## config.mk

```make
export PLATFORM = sky130hd
export DESIGN_NAME = lsu_mem_arbiter
export DESIGN_NICKNAME = d
export VERILOG_FILES = /design/src/rtl/lsu_mem_arbiter_pkg.sv /design/src/rtl/lsu_mem_arbiter_rr_picker.sv /design/src/rtl/lsu_mem_arbiter.sv
export SDC_FILE = /design/constraint.sdc
export NUM_CORES = 1
export LEC_CHECK = 0
export CORE_MARGIN = 10
export CORE_UTILIZATION = 42
export DETAILED_ROUTE_END_ITERATION = 7
export PLACE_DENSITY = 0.81
export SLEW_MARGIN = 20
export SYNTH_ARGS = -nofsm -noshare
export SYNTH_HDL_FRONTEND = slang
export SYNTH_SLANG_ARGS = --single-unit
```

## constraint.sdc

```tcl
create_clock -name clk -period 2.85 [get_ports clk]
set_input_delay 0.285 -clock clk [delete_from_list [all_inputs] [get_ports clk]]
set_output_delay 0.285 -clock clk [all_outputs]
set_load 0.005 [all_outputs]
```

## src/rtl/lsu_mem_arbiter_pkg.sv

```systemverilog
// Shared types for the LSU-to-data-memory arbiter: data/address widths and
// the per-channel FSM state encoding.
package lsu_mem_arbiter_pkg;

   typedef logic [7:0] data_t;
   typedef logic [7:0] data_memory_address_t;

   typedef logic [2:0] channel_state_t;

   localparam channel_state_t CH_IDLE        = 3'd0;
   localparam channel_state_t CH_READ_WAIT   = 3'd1;
   localparam channel_state_t CH_WRITE_WAIT  = 3'd2;
   localparam channel_state_t CH_READ_RELAY  = 3'd3;
   localparam channel_state_t CH_WRITE_RELAY = 3'd4;

endpackage

```

## src/rtl/lsu_mem_arbiter_rr_picker.sv

```systemverilog
// Combinational round-robin picker: returns the first set request bit at or
// after the start index, wrapping modulo N.
module lsu_mem_arbiter_rr_picker
   import lsu_mem_arbiter_pkg::*;
#(
   parameter int N = 4,
   parameter int W = 2
) (
   input  logic [N-1:0] req,
   input  logic [W-1:0] start,
   output logic [W-1:0] grant,
   output logic         found
);

   logic [W-1:0] idx;

   always_comb begin
      grant = '0;
      found = 1'b0;
      idx   = '0;
      for (int i = 0; i < N; i++) begin
         idx = (int'(start) + i >= N) ? W'(int'(start) + i - N) : W'(int'(start) + i);
         if (!found && req[idx]) begin
            found = 1'b1;
            grant = idx;
         end
      end
   end

endmodule

```

## src/rtl/lsu_mem_arbiter.sv

```systemverilog
// Shares NUM_CHANNELS data-memory ports among NUM_CONSUMERS LSU ports; each
// channel claims one request round-robin, forwards it, and relays the reply.
module lsu_mem_arbiter
   import lsu_mem_arbiter_pkg::*;
#(
   parameter int NUM_CONSUMERS = 4,
   parameter int NUM_CHANNELS  = 1
) (
   input  logic                      clk,
   input  logic                      reset,
   input  logic [NUM_CONSUMERS-1:0]  consumer_read_valid,
   input  data_memory_address_t      consumer_read_address [NUM_CONSUMERS],
   output logic [NUM_CONSUMERS-1:0]  consumer_read_ready,
   output data_t                     consumer_read_data [NUM_CONSUMERS],
   input  logic [NUM_CONSUMERS-1:0]  consumer_write_valid,
   input  data_memory_address_t      consumer_write_address [NUM_CONSUMERS],
   input  data_t                     consumer_write_data [NUM_CONSUMERS],
   output logic [NUM_CONSUMERS-1:0]  consumer_write_ready,
   output logic [NUM_CHANNELS-1:0]   mem_read_valid,
   output data_memory_address_t      mem_read_address [NUM_CHANNELS],
   input  logic [NUM_CHANNELS-1:0]   mem_read_ready,
   input  data_t                     mem_read_data [NUM_CHANNELS],
   output logic [NUM_CHANNELS-1:0]   mem_write_valid,
   output data_memory_address_t      mem_write_address [NUM_CHANNELS],
   output data_t                     mem_write_data [NUM_CHANNELS],
   input  logic [NUM_CHANNELS-1:0]   mem_write_ready,
   output channel_state_t            channel_state [NUM_CHANNELS]
);

   // Handshake: a consumer holds valid (and its payload) until it sees ready;
   // ready is then held until the consumer drops valid, which frees the channel.
   localparam int CW = (NUM_CONSUMERS > 1) ? $clog2(NUM_CONSUMERS) : 1;
   localparam logic [CW-1:0] LAST = CW'(NUM_CONSUMERS - 1);

   channel_state_t           state   [NUM_CHANNELS];
   logic [CW-1:0]            current [NUM_CHANNELS];
   logic [CW-1:0]            rr_ptr  [NUM_CHANNELS];
   logic [CW-1:0]            grant   [NUM_CHANNELS];
   logic [NUM_CHANNELS-1:0]  take;
   logic [NUM_CONSUMERS-1:0] busy;
   logic [NUM_CONSUMERS-1:0] pending;

   assign pending = (consumer_read_valid | consumer_write_valid) & ~busy;

   // Lower channels pick first; their claims are masked out for higher ones.
   for (genvar ch = 0; ch < NUM_CHANNELS; ch++) begin : g_ch
      logic [NUM_CONSUMERS-1:0] claimed_in;
      logic [NUM_CONSUMERS-1:0] avail;
      logic [CW-1:0]            pick;
      logic                     hit;
      logic                     idle_hit;

      if (ch == 0) begin : g_first
         assign claimed_in = '0;
      end else begin : g_next
         assign claimed_in = g_ch[ch-1].claimed_in |
            (g_ch[ch-1].idle_hit ? (NUM_CONSUMERS'(1) << g_ch[ch-1].pick) : '0);
      end

      assign avail = pending & ~claimed_in;

      lsu_mem_arbiter_rr_picker #(
         .N (NUM_CONSUMERS),
         .W (CW)
      ) u_picker (
         .req   (avail),
         .start (rr_ptr[ch]),
         .grant (pick),
         .found (hit)
      );

      assign idle_hit          = (state[ch] == CH_IDLE) && hit;
      assign take[ch]          = idle_hit;
      assign grant[ch]         = pick;
      assign channel_state[ch] = state[ch];
   end

   always_ff @(posedge clk or negedge reset) begin
      if (!reset) begin
         busy                 <= '0;
         consumer_read_ready  <= '0;
         consumer_write_ready <= '0;
         mem_read_valid       <= '0;
         mem_write_valid      <= '0;
         for (int c = 0; c < NUM_CONSUMERS; c++) begin
            consumer_read_data[c] <= '0;
         end
         for (int ch = 0; ch < NUM_CHANNELS; ch++) begin
            state[ch]             <= CH_IDLE;
            current[ch]           <= '0;
            rr_ptr[ch]            <= '0;
            mem_read_address[ch]  <= '0;
            mem_write_address[ch] <= '0;
            mem_write_data[ch]    <= '0;
         end
      end else begin
         for (int ch = 0; ch < NUM_CHANNELS; ch++) begin
            case (state[ch])
               CH_IDLE: begin
                  if (take[ch]) begin
                     busy[grant[ch]] <= 1'b1;
                     current[ch]     <= grant[ch];
                     rr_ptr[ch]      <= (grant[ch] == LAST) ? '0 : grant[ch] + 1'b1;
                     // A consumer asserting both valids gets its read served.
                     if (consumer_read_valid[grant[ch]]) begin
                        mem_read_valid[ch]   <= 1'b1;
                        mem_read_address[ch] <= consumer_read_address[grant[ch]];
                        state[ch]            <= CH_READ_WAIT;
                     end else begin
                        mem_write_valid[ch]   <= 1'b1;
                        mem_write_address[ch] <= consumer_write_address[grant[ch]];
                        mem_write_data[ch]    <= consumer_write_data[grant[ch]];
                        state[ch]             <= CH_WRITE_WAIT;
                     end
                  end
               end
               CH_READ_WAIT: begin
                  if (mem_read_ready[ch]) begin
                     mem_read_valid[ch]                  <= 1'b0;
                     consumer_read_data[current[ch]]     <= mem_read_data[ch];
                     consumer_read_ready[current[ch]]    <= 1'b1;
                     state[ch]                           <= CH_READ_RELAY;
                  end
               end
               CH_WRITE_WAIT: begin
                  if (mem_write_ready[ch]) begin
                     mem_write_valid[ch]               <= 1'b0;
                     consumer_write_ready[current[ch]] <= 1'b1;
                     state[ch]                         <= CH_WRITE_RELAY;
                  end
               end
               CH_READ_RELAY: begin
                  if (!consumer_read_valid[current[ch]]) begin
                     consumer_read_ready[current[ch]] <= 1'b0;
                     busy[current[ch]]                <= 1'b0;
                     state[ch]                        <= CH_IDLE;
                  end
               end
               CH_WRITE_RELAY: begin
                  if (!consumer_write_valid[current[ch]]) begin
                     consumer_write_ready[current[ch]] <= 1'b0;
                     busy[current[ch]]                 <= 1'b0;
                     state[ch]                         <= CH_IDLE;
                  end
               end
               default: state[ch] <= CH_IDLE;
            endcase
         end
      end
   end

endmodule

```

# After elaboration in Yosys (flattened, before gate mapping)
# Cells that the tools add are included.
# op_classes
add_sub_neg	8
magnitude_cmp	15
n_eq_ne	12
mux	68
bitwise	13
reduce_logical	26
# ops
operator	n
2-to-1 mux 8 bit	7
binary-select mux 8 bit (select 2 bit)	3
bitwise mux 32 bit	1
2-to-1 mux 4 bit	7
2-to-1 mux 2 bit	10
2-to-1 mux 1 bit	19
< comparator 2 x 3 -> 1 bit (second input constant)	6
bitwise AND 4 bit	4
demux 8 bit (select 2 bit)	1
bitwise OR 4 bit	4
one-hot mux 4 bit (2 select lines)	2
>= comparator 3 bit (second input constant)	5
2-to-1 mux 3 bit	5
one-hot mux 3 bit (5 select lines)	1
binary-select mux 1 bit (select 2 bit)	7
inequality test 2 bit (second input constant)	6
one-hot mux 4 bit (3 select lines)	1
AND reduction 3 bit	4
AND reduction 4 bit	3
NOT 4 bit	2
nonzero test 2 bit	4
subtractor 2 x 1 -> 2 bit (second input constant)	4
logical AND 1 bit	7
adder 2 x 2 -> 3 bit (second input constant)	2
other kinds (19)	27
# totals
ff_bits	77
inputBits	116
output_inout_bits	69

# Longest topological paths before layout
# Gate-level depths: netlist (run 1).
# logic_depth
depth_word	21
ltp_mapped	10

# By module
# From an unflattened synthesis (run 1), not the netlist that was laid out.
# hier_totals
cells_unflattened	263
area_unflattened_um2	3877.5
# by_module_without_submodules
mod	instances	cells_each	area_each_um2	seq_area_each_um2
lsu_mem_arbiter	1	248	3799.9	1926.8
lsu_mem_arbiter_rr_picker	1	15	77.6	0.0

# Least setup slack after synthesis (run 1)
# OpenSTA, ideal clock, no wires.
# synth_timing
path_kind	reg2reg
startpoint	reg busy[0]
endpoint	reg mem_write_address[0] in the netlist's numbering
arrival_ns	2.027
required_ns	2.725
slack_ns	0.697
stages_incl_launch_ff	10
path_cell_list	dfrtp_1 > o21ba_4 > a21oi_2 > o211a_1 > buf_6 > a22o_4 > o22a_1 > buf_6 > buf_6 > mux2_4
# synth_via
elab_chain_len	18
elab_cells_between_ends	33
# synth_rtl
item	line	text
start, declared	lsu_mem_arbiter.sv:40	logic [NUM_CONSUMERS-1:0] busy;
start signal, assigned	lsu_mem_arbiter.sv:80	busy <= '0;
start signal, assigned by index	lsu_mem_arbiter.sv:101	busy[grant[ch]] <= 1'b1;
start signal, assigned by index	lsu_mem_arbiter.sv:135	busy[current[ch]] <= 1'b0;
NOT 4 bit (*)	lsu_mem_arbiter.sv:43	assign pending = (consumer_read_valid | consumer_write_valid) & ~busy;
bitwise AND 4 bit (*)	lsu_mem_arbiter.sv:43	
binary-select mux 1 bit (select 2 bit)	lsu_mem_arbiter_rr_picker.sv:23	if (!found && req[idx]) begin
2-to-1 mux 1 bit (implied by the code)	lsu_mem_arbiter_rr_picker.sv:23	
2-to-1 mux 1 bit	lsu_mem_arbiter_rr_picker.sv:23	
zero test 1 bit	lsu_mem_arbiter_rr_picker.sv:23	
logical AND 1 bit	lsu_mem_arbiter_rr_picker.sv:23	
2-to-1 mux 1 bit	lsu_mem_arbiter_rr_picker.sv:23	
[2 not listed]	--	
2-to-1 mux 1 bit	lsu_mem_arbiter_rr_picker.sv:23	
zero test 1 bit	lsu_mem_arbiter_rr_picker.sv:23	
logical AND 1 bit	lsu_mem_arbiter_rr_picker.sv:23	
2-to-1 mux 2 bit	lsu_mem_arbiter_rr_picker.sv:23	
binary-select mux 1 bit (select 2 bit) or NOT 2 -> 3 bit (tied branches)	lsu_mem_arbiter.sv:105, lsu_mem_arbiter.sv:111	
2-to-1 mux 1 bit (implied by the code) or binary-select mux 8 bit (select 2 bit) (tied branches)	lsu_mem_arbiter.sv:105, lsu_mem_arbiter.sv:111	
NOT 1 bit (no source line) or 2-to-1 mux 8 bit (tied branches)	--	
AND reduction 3 bit (no source line) or 2-to-1 mux 8 bit (tied branches)	--	
end signal, assigned by index	lsu_mem_arbiter.sv:111	mem_write_address[ch] <= consumer_write_address[grant[ch]];
end, declared	lsu_mem_arbiter.sv:24	output data_memory_address_t mem_write_address [NUM_CHANNELS],
# Mark *: on every way between the ends. The rest lies on a longest branch, timed or not. The select of a mux whose other input is x is not followed.
# A chain may end at the register's enable or synchronous reset.

# Worst setup path in the final report (run 1)
# layout_timing
startpoint	in consumer_read_valid[1]
endpoint	reg mem_write_data[0] in the netlist's numbering
# layout_via
elab_chain_len	18
elab_cells_between_ends	33
# layout_rtl
item	line	text
start, declared	lsu_mem_arbiter.sv:11	input logic [NUM_CONSUMERS-1:0] consumer_read_valid,
bitwise OR 4 bit	lsu_mem_arbiter.sv:43	
bitwise AND 4 bit	lsu_mem_arbiter.sv:43	
binary-select mux 1 bit (select 2 bit)	lsu_mem_arbiter_rr_picker.sv:23	
2-to-1 mux 1 bit (implied by the code)	lsu_mem_arbiter_rr_picker.sv:23	
2-to-1 mux 1 bit	lsu_mem_arbiter_rr_picker.sv:23	
zero test 1 bit	lsu_mem_arbiter_rr_picker.sv:23	
logical AND 1 bit	lsu_mem_arbiter_rr_picker.sv:23	
2-to-1 mux 1 bit	lsu_mem_arbiter_rr_picker.sv:23	
[2 not listed]	--	
2-to-1 mux 1 bit	lsu_mem_arbiter_rr_picker.sv:23	
zero test 1 bit	lsu_mem_arbiter_rr_picker.sv:23	
logical AND 1 bit	lsu_mem_arbiter_rr_picker.sv:23	
2-to-1 mux 2 bit	lsu_mem_arbiter_rr_picker.sv:23	
binary-select mux 1 bit (select 2 bit) or NOT 2 -> 3 bit (tied branches)	lsu_mem_arbiter.sv:105, lsu_mem_arbiter.sv:112	
2-to-1 mux 1 bit (implied by the code) or binary-select mux 8 bit (select 2 bit) (tied branches)	lsu_mem_arbiter.sv:105, lsu_mem_arbiter.sv:112	
NOT 1 bit (no source line) or 2-to-1 mux 8 bit (tied branches)	--	
AND reduction 3 bit (no source line) or 2-to-1 mux 8 bit (tied branches)	--	
end signal, assigned by index	lsu_mem_arbiter.sv:112	mem_write_data[ch] <= consumer_write_data[grant[ch]];
end, declared	lsu_mem_arbiter.sv:25	output data_t mem_write_data [NUM_CHANNELS],
# Parallel ways exist; a longest one is shown, timed or not. The select of a mux whose other input is x is not followed.

==> metrics, run 1 <==
outcome completed; via count 3853; crit path from consumer_read_valid[1]; die width 119 um; setup_tns 0 ns; total clock buffers created by CTS 9; Min-Delay Path Class in2async; worst-case vdd ir drop 0.584 mV; crit path time final 2.40 ns; Worst Max-Slew Pin Slew 0.945 ns; Power Dens Cells 1150 nW/um^2; post-synthesis cell count 398; Logic pwr share 60.9%; DPL Wire Length 10700 um; Simple-Gate Fraction of Synth Area 13.5%; top-area cell type share of the netlist area 46.5%; post-synth top area cell dfrtp_1; Pre-antenna DRT Iters 4; DIE HEIGHT 119 um; Syn Nets 518; Setup-failing EPs final 0; switching share of power 39.8%; CP Capture Type flop; die area 14200 sq um; Ys Warns 0; DRC viols 0; Worst path max stage delay 0.48 ns; Worst Path Required 3.12 ns; core area 9680 sq um; CTS tree done; Via-to-Cell Ratio 5.40; number of global-route vias before repair 4017; first-pass GRT wire length 21800 um; final wirelength 13800 um; Post-CTS Resized 0; critical path class in2reg; largest net degree at the start of global routing 78; commonest cells after routing, fill and taps aside 183 x clkdlybuf4s50_1, 94 x nand2_1, 77 x dfrtp_1; Internal 4.35 mW; # Post-CTS Setup Buffers 0; reg2reg start rr_ptr[1]; clock root cell clkbuf_8; initial antenna violation count 0; synth unique cells 46; Clock power frac 10.5%; share of synthesized registers carrying an async set or reset 100%; initial core utilization 42.8%; # H-tree levels 3; delay-heaviest family, CP buffers and inverters; top_reg_cell synth dfrtp_1; Routed Antenna Nets 0; Iter 0 DRT Violations 185; leading cell type in the layout, fill and taps excluded clkdlybuf4s50_1; f_max 417 MHz; worst path cell trace clkdlybuf4s50_1, o21bai_1, nand3_1, o211a_1, inv_1, buf_4, nand2_1, a32oi_1, mux2_4; Max Transition Viols Final 0; post-synthesis compound-gate area fraction 16.5%; Mapped Avg Cell Area 10.4 sq um; final RePlAce weighted congestion 0.952; M2 GR Usage 31.9%; share of cells above drive strength 1 16.5%; clock-pin transition on the worst setup and hold timing paths 0.09 ns; Net Sw Power 2.87 mW; multiplexer area fraction after synthesis 18.8%; Slew Limit Headroom 37.0%; nets 696; hold_buf cts 0; Critical path buffers and inverters 3; XOR/XNOR Fraction of Synth Area 0%; Post-synth EDFFs 0; WL per Instance 19.3 um; Fin. Hold Viols 0; clk_lat worst skew 0.34 ns; Area Growth Syn to Fin 51.9%; top post-synthesis cells by area dfrtp_1 47%, mux2_2 13%, nand2_1 8.5%; met3 usage 7.98%; ant diodes 0; sequential power share 28.6%; clk_skew 0.00883 ns; GR peak layer met2; slowest CP cell clkdlybuf4s50_1; largest family of logic cells by synthesized area multiplexers; M1 GR Usage 21.6%; CTS Buffer Depth 2; Pleak 2.63 nW; Final Cycle Share 84.2%; crit path DAT 2.67 ns; global route total overflow 0; Worst Path Max Fanout 48; io pins 185; Rows 36; max cap viols 0; clock sinks 77; register bit total from synthesis 77; crit path launch type input pin; RSZ-0062 raised after global routing no; adder-cell share of the synthesized area 1.21%; GRT Total Usage 18.7%; Seq/Total Area, Yosys 46.5%; Post-Syn Area 4140 sq um; port bufs 184; post-layout util 65.0%
-- metal layers --
layer	vias up	routed length (um)
met2	177	6630
met5	-	0
li1	1785	-
met4	0	124
met1	1876	5630
met3	15	1430
-- through the flow --
stage	total power [mW]	hold slack, ns	area, sq um	worst slack (ns)	std cells
floorplan	4.58	-0.0106	4140	0.697	398
global placement	6.31	0.472	6110	0.264	698
detailed placement	6.48	0.492	6110	0.179	698
CTS	7.27	0.120	6290	0.495	714
global route	7.79	0.159	6290	0.356	714
finish	7.22	0.0896	6290	0.450	714
-- worst paths after layout --
check                                          to  slack [ns]  cells after the start
max                             mem_write_data[0]        0.45                      9
min                        consumer_read_data[11]        0.09                      1
max reg2reg                  mem_write_address[4]        0.51                      7
min reg2reg                  mem_write_address[3]        0.51                      1
max in group asynchronous    mem_write_address[0]        2.16                      1
min in group clk             mem_write_address[3]        0.51                      1
-- cells by family (layout without fill, tap and decap cells) --
group	after synthesis	in the layout
AOI/OAI and AO/OA	93	93
adders and majority gates	4	4
buffers and inverters	32	215
DFF	77	77
muxes	64	64
and+or+nand+nor	128	128
-- worst register-to-register path: cells and delay by family (launching register included) --
family	cells	cell delay, ns
AO/OA/AOI/OAI	3	0.70
flip-flops	1	0.48
buffers and inverters	2	0.34
multiplexers	2	0.70
-- cell usage after synthesis (2+ instances only) --
master	count
a21oi_1	35
a22oi_1	3
a32oi_1	24
buf_2	4
buf_6	3
clkbuf_1	16
dfrtp_1	77
ha_1	4
inv_1	8
mux2_1	4
mux2_2	49
mux2_4	9
mux4_2	2
nand2_1	94
nand2b_1	4
nand3_1	3
nor2_1	11
nor2b_1	5
nor4_2	3
o21ai_0	8
o21ba_2	2
o21ba_4	2
o21bai_1	2
o221ai_1	2
or3_1	2
or4_1	2
-- final cells by class --
| type | count | area [sq um] |
|---|---|---|
| well taps | 133 | 166 |
| fillers | 768 | 3390 |
| repair buffers | 190 | 1910 |
| flip-flops and latches | 77 | 1930 |
| clock inverters | 7 | 56.3 |
| inverters | 9 | 33.8 |
| multi-input cells | 289 | 2070 |
| clock buffers | 9 | 124 |
-- power by group through the flow --
stage / Clock [mW] / Combinational, mW / Sequential (mW)
3_5_place_dp: 0 / 4.40 / 2.08
6_report: 0.756 / 4.40 / 2.06
3_3_place_gp: 0 / 4.27 / 2.04
5_1_grt: 0.822 / 4.82 / 2.14
2_1_floorplan: 0 / 2.59 / 1.99
4_1_cts: 0.776 / 4.43 / 2.06
Power figures use the tool's default switching activity.
==> run 2, diff against run 1 <==
Settings changed: CORE_UTILIZATION 42 to 38, PLACE_DENSITY 0.81 to 0.77.
Clock period 2.85 ns to 2.2 ns, I/O delays scaled along.
==> run 2 against run 1 <==
Compared with the run above:
- combinational power increased by 66%
- via count increased by 4.0%
- critical path depth decreased by 2
- global-route usage decreased by 0.68 points
- worst setup slack got worse by 0.41 ns
- worst hold slack improved by 0.28 ns
- largest power group unchanged
==> metrics, run 2 (synthesis gave the netlist of run 1 again) <==
Slew Limit Headroom 67.5% (was 37.0%); setup_tns 0 ns (unchanged); DPL Wire Length 11400 um (was 10700 um); WL per Instance 19.3 um (about the same); Power Dens Cells 1580 nW/um^2 (was 1150 nW/um^2); # H-tree levels 3 (unchanged); Fin. Hold Viols 0 (unchanged); total clock buffers created by CTS 9 (unchanged); Register Area 1930 sq um (about the same); crit path time final 2.16 ns; FILL cells 861 (was 768); global route total overflow 0 (unchanged); CTS Buffer Depth 2 (unchanged); DIE HEIGHT 124 um (was 119 um); clock sinks 77 (unchanged); clk_skew 0.0119 ns (was 0.00883 ns); DRC viols 0 (unchanged); leading cell type in the layout, fill and taps excluded clkdlybuf4s50_1 (unchanged); Min-Delay Path Class in2async (unchanged); Final Cycle Share 98.2%; core area 10700 sq um (was 9680 sq um); Rows 38 (was 36); share of cells above drive strength 1 26.4% (was 16.5%); die width 124 um (was 119 um); crit path launch type flop (was input pin); area of the multi-input gates 2210 sq um (was 2070 sq um); die area 15500 sq um (was 14200 sq um); Pre-antenna DRT Iters 5 (was 4); io pins 185 (unchanged); RSZ-0062 raised after global routing yes (was no); Max Transition Viols Final 0 (unchanged); Final WS setup 0.0402 ns (was 0.450 ns); Routed Antenna Nets 0 (unchanged); Worst Max-Slew Pin Slew 0.487 ns (was 0.945 ns); critical path class reg2reg (was in2reg); CP Capture Type flop (unchanged); initial antenna violation count 0 (unchanged); Worst Path Required 2.42 ns (was 3.12 ns); Via-to-Cell Ratio 5.19 (was 5.40); clock root cell clkbuf_8 (unchanged); final wirelength 14900 um (was 13800 um); initial core utilization 38.5% (was 42.8%); ant diodes 0 (unchanged); number of global-route vias before repair 4169 (was 4017); final RePlAce weighted congestion 0.952 (about the same); GRT Total Usage 18.0% (was 18.7%); clock-pin transition on the worst setup and hold timing paths 0.09 ns (about the same); Final Non-Filler Cells 772 (was 714); Pleak 3.00 nW (was 2.63 nW); Worst Path Max Fanout 7 (was 48); f_max 463 MHz; Iter 0 DRT Violations 225 (was 185); dpl ws -0.321 ns (was 0.179 ns); clk_lat worst skew 0.35 ns (was 0.34 ns); Area Growth Syn to Fin 67.8% (was 51.9%); max cap viols 0 (unchanged); Worst Hold Slack 0.372 ns (was 0.0896 ns); worst-case vdd ir drop 0.870 mV (was 0.584 mV); largest net degree at the start of global routing 46 (was 78); nets 747 (was 696); CTS tree done (unchanged); commonest cells after routing, fill and taps aside 183 x clkdlybuf4s50_1, 93 x nand2_1, 76 x dfrtp_1 (was 183 x clkdlybuf4s50_1, 94 x nand2_1, 77 x dfrtp_1); Setup-failing EPs final 0 (unchanged); R2R Setup Slk 0.04 ns (was 0.51 ns); DP Cell Count 747 (was 698); port bufs 184 (unchanged); first-pass GRT wire length 22900 um (was 21800 um); via count 4009 (was 3853); outcome completed (unchanged); crit path DAT 2.38 ns (was 2.67 ns)
run 2: layout make-up:
type | count | share of cell area (%)
Multi-Input combinational cell | 289 | 31.8
Clock buffer | 11 | 2.03
Tap cell | 140 | 2.52
Inverter | 9 | 0.486
Timing Repair Buffer | 241 | 34.5
Sequential cell | 77 | 27.7
Clock inverter | 5 | 0.864
run 2: critical path, stage by stage, from the launching register on:
cell	delay, ns
dfrtp_1	0.42
o21ba_4	0.29
a21oi_4	0.08
o211a_4	0.25
a22o_4	0.27
o22a_4	0.25
clkbuf_16	0.17
mux2_4	0.29
run 2: layer usage:
metal	up-vias	GRT usage, %	wire length, um
met5	-	0	0
met4	0	6.31	352
met3	27	5.70	1120
met2	170	30.5	7380
met1	1925	21.0	6050
li1	1887	-	-
run 2: power by group:
group	switching (mW)	total, mW	leakage (nW)	internal, mW
Sequential	0.454	2.60	0.922	2.14
Combinational	3.16	7.31	1.99	4.15
Clock	0.540	1.10	0.0878	0.556
run 2: repair_timing:
action	CTS	global route
setup endpoints to repair	17	24
pin swaps	1	9
cloned	0	2
hold endpoints to repair	33	0
resized for setup	0	41
hold buffers	1	0
buffers inserted	3	4
run 2: path summary, 6_finish.rpt:
| kind | endpoint | depth (start not counted) | startpoint |
|---|---|---|---|
| setup / recovery | mem_write_data[1] | 7 | busy[0] |
| hold / removal | mem_write_data[6] | 2 | reset |
| setup reg to reg | mem_write_data[1] | 7 | busy[0] |
| hold reg to reg | mem_write_data[1] | 1 | mem_write_data[1] |
| max in group asynchronous | consumer_read_data[9] | 3 | reset |
| min in group clk | mem_write_data[1] | 1 | mem_write_data[1] |
run 2: stage by stage:
step                cell area [sq um]  util (%)  total power, mW
floorplan                        4140         -             5.93
global placement                 6470      60.2             8.95
detailed placement               6470      60.2             9.13
CTS                              6720      62.5             10.4
global route                     6950      64.7             11.7
finish                           6950      64.7             11.0
==> run 3, diff against run 2 <==
Settings changed: CAP_MARGIN set to 40, PLACE_DENSITY 0.77 to 0.81.
==> run 3 against run 2 <==
Compared with the run above:
- the flow now finishes with violations (negative setup slack)
- final area down 3.4%
- clock skew down 0.0036 ns
- register-to-register slack worse by 0.06 ns
- total power down 7.3%
- sequential cell count unchanged
- critical path type unchanged
==> metrics, run 3 (synthesis gave the netlist of run 1 again) <==
outcome finished, violations left (was completed); failing checks negative setup slack; clock-pin transition on the worst setup and hold timing paths 0.08 ns (was 0.09 ns); initial core utilization 38.5% (unchanged); crit path DAT 2.44 ns (was 2.38 ns); Clock power frac 9.4% (was 10.0%); Iter 0 DRT Violations 227 (was 225); Worst Hold Slack 0.379 ns (was 0.372 ns); number of global-route vias before repair 4206 (was 4169); crit path launch type flop (unchanged); DIE HEIGHT 124 um (unchanged); Net Sw Power 3.90 mW (was 4.15 mW); CTS Buffer Depth 2 (unchanged); clock root cell clkbuf_8 (unchanged); switching share of power 38.2% (was 37.7%); Worst Path Required 2.43 ns (was 2.42 ns); leading cell type in the layout, fill and taps excluded clkdlybuf4s50_1 (unchanged); die area 15500 sq um (unchanged); RSZ-0062 raised after global routing yes (unchanged); Slew Limit Headroom 68.3% (was 67.5%); sequential power share 25.2% (was 23.6%); largest net degree at the start of global routing 45 (was 46); GRT Total Usage 18.1% (was 18.0%); CTS tree done (unchanged); Fin. Hold Viols 0 (unchanged); reg2reg path depth 7 (unchanged); commonest cells after routing, fill and taps aside 183 x clkdlybuf4s50_1, 94 x nand2_1, 76 x dfrtp_1 (was 183 x clkdlybuf4s50_1, 93 x nand2_1, 76 x dfrtp_1); DRC viols 0 (unchanged); initial antenna violation count 0 (unchanged); Internal 6.30 mW (was 6.85 mW); Rows 38 (unchanged); core area 10700 sq um (unchanged); nets 739 (was 747); Min-Delay Path Class in2async (unchanged); io pins 185 (unchanged); Final WS setup -0.0190 ns (was 0.0402 ns); ant diodes 0 (unchanged); # H-tree levels 3 (unchanged); worst-case vdd ir drop 0.880 mV (was 0.870 mV); Max Transition Viols Final 0 (unchanged); die width 124 um (unchanged); area of the multi-input gates 2100 sq um (was 2210 sq um); port bufs 184 (unchanged); Pleak 2.88 nW (was 3.00 nW); WL per Instance 18.9 um (was 19.3 um); f_max 451 MHz (was 463 MHz); critical path class reg2reg (unchanged); FILL cells 890 (was 861); CP Capture Type flop (unchanged); Routed Antenna Nets 0 (unchanged); first-pass GRT wire length 23100 um (was 22900 um); Via-to-Cell Ratio 5.21 (was 5.19); clk_skew 0.00829 ns (was 0.0119 ns); crit path time final 2.22 ns (was 2.16 ns); total clock buffers created by CTS 9 (unchanged); Final Cycle Share 101% (was 98.2%); DPL Wire Length 11300 um (was 11400 um); Logic pwr share 65.3% (was 66.4%); clk_lat worst skew 0.34 ns (was 0.35 ns); Pre-antenna DRT Iters 5 (unchanged); share of cells above drive strength 1 22.6% (was 26.4%); Area Growth Syn to Fin 62.1% (was 67.8%); max cap viols 0 (unchanged); Worst Path Max Fanout 8 (was 7); final RePlAce weighted congestion 0.931 (was 0.952); Worst Max-Slew Pin Slew 0.475 ns (was 0.487 ns); final wirelength 14500 um (was 14900 um); clock sinks 77 (unchanged); Register Area 1930 sq um (unchanged); via count 3978 (was 4009); Power Dens Cells 1520 nW/um^2 (was 1580 nW/um^2); Setup-failing EPs final 8 (was 0); dpl ws -0.331 ns (was -0.321 ns); global route total overflow 0 (unchanged)
## run 3: changes by cell type in the layout (fill, tap and decap cells not counted), moves of 3 or more
cell,before,now
mux2_4,21,9
mux2_2,41,49
buf_6,5,0
mux2_1,0,4
a21oi_1,32,35
a21oi_2,3,0
## run 3: worst max-delay path: stages (launching register included)
cell and delay (ns):
dfrtp_1 0.44, o21ba_4 0.30, a21oi_4 0.07, o211a_1 0.26
a22o_4 0.30, o22a_2 0.25, clkbuf_16 0.19, mux2_4 0.29
## run 3: path summary, 6_finish.rpt
check	endpoint	slack [ns]	startpoint
setup / recovery	mem_write_data[3]	-0.02	busy[0]
hold / removal	rr_ptr[1]	0.38	reset
setup reg to reg	mem_write_data[3]	-0.02	busy[0]
hold reg to reg	mem_write_address[4]	0.50	mem_write_address[4]
max in group asynchronous	channel_state[0]	1.23	reset
min in group clk	mem_write_address[4]	0.50	mem_write_address[4]
## run 3: area by class of cell
cell class | instances | area share (%)
Clock buffer | 11 | 2.11
Clock inverter | 5 | 0.541
Inverter | 9 | 0.503
Multi-Input combinational cell | 289 | 31.2
Sequential cell | 77 | 28.7
Tap cell | 140 | 2.61
Timing Repair Buffer | 233 | 34.3
## run 3: per-stage QoR
stage / power (mW) / util, % / cell area, sq um / TNS (ns) / instances
floorplan: 5.93 / - / 4140 / 0 / 398
global placement: 8.86 / 60.0 / 6440 / -5.29 / 743
detailed placement: 9.05 / 60.0 / 6440 / -7.05 / 743
CTS: 10.1 / 62.0 / 6660 / 0 / 762
global route: 11.0 / 62.5 / 6710 / -1.29 / 764
finish: 10.2 / 62.5 / 6710 / -0.0788 / 764
## run 3: routing by layer
layer	part of all wire, %	GRT usage (%)	vias to the layer above	wire length [um]
met5	0	0	-	0
met4	2.1	5.89	0	297
met3	8.2	6.34	23	1190
met2	49	30.5	170	7160
met1	40	21.1	1911	5830
li1	-	-	1874	-
## run 3: repair_timing
action	4_1_cts	5_1_grt
setup buffers	2	1
hold buffers	1	0
pin swaps	1	3
cloned	0	1
endpoints found under the setup margin	21	24
gates resized for setup	1	6
endpoints found under the hold margin	33	0
## run 3: power by group through the flow
stage          Sequential (mW)  Clock [mW]  Combinational [mW]
5_1_grt                   2.66        1.06                7.25
4_1_cts                   2.57       0.995                6.57
6_report                  2.57       0.963                6.66
3_3_place_gp              2.56           0                6.30
2_1_floorplan             2.58           0                3.35
3_5_place_dp              2.59           0                6.46
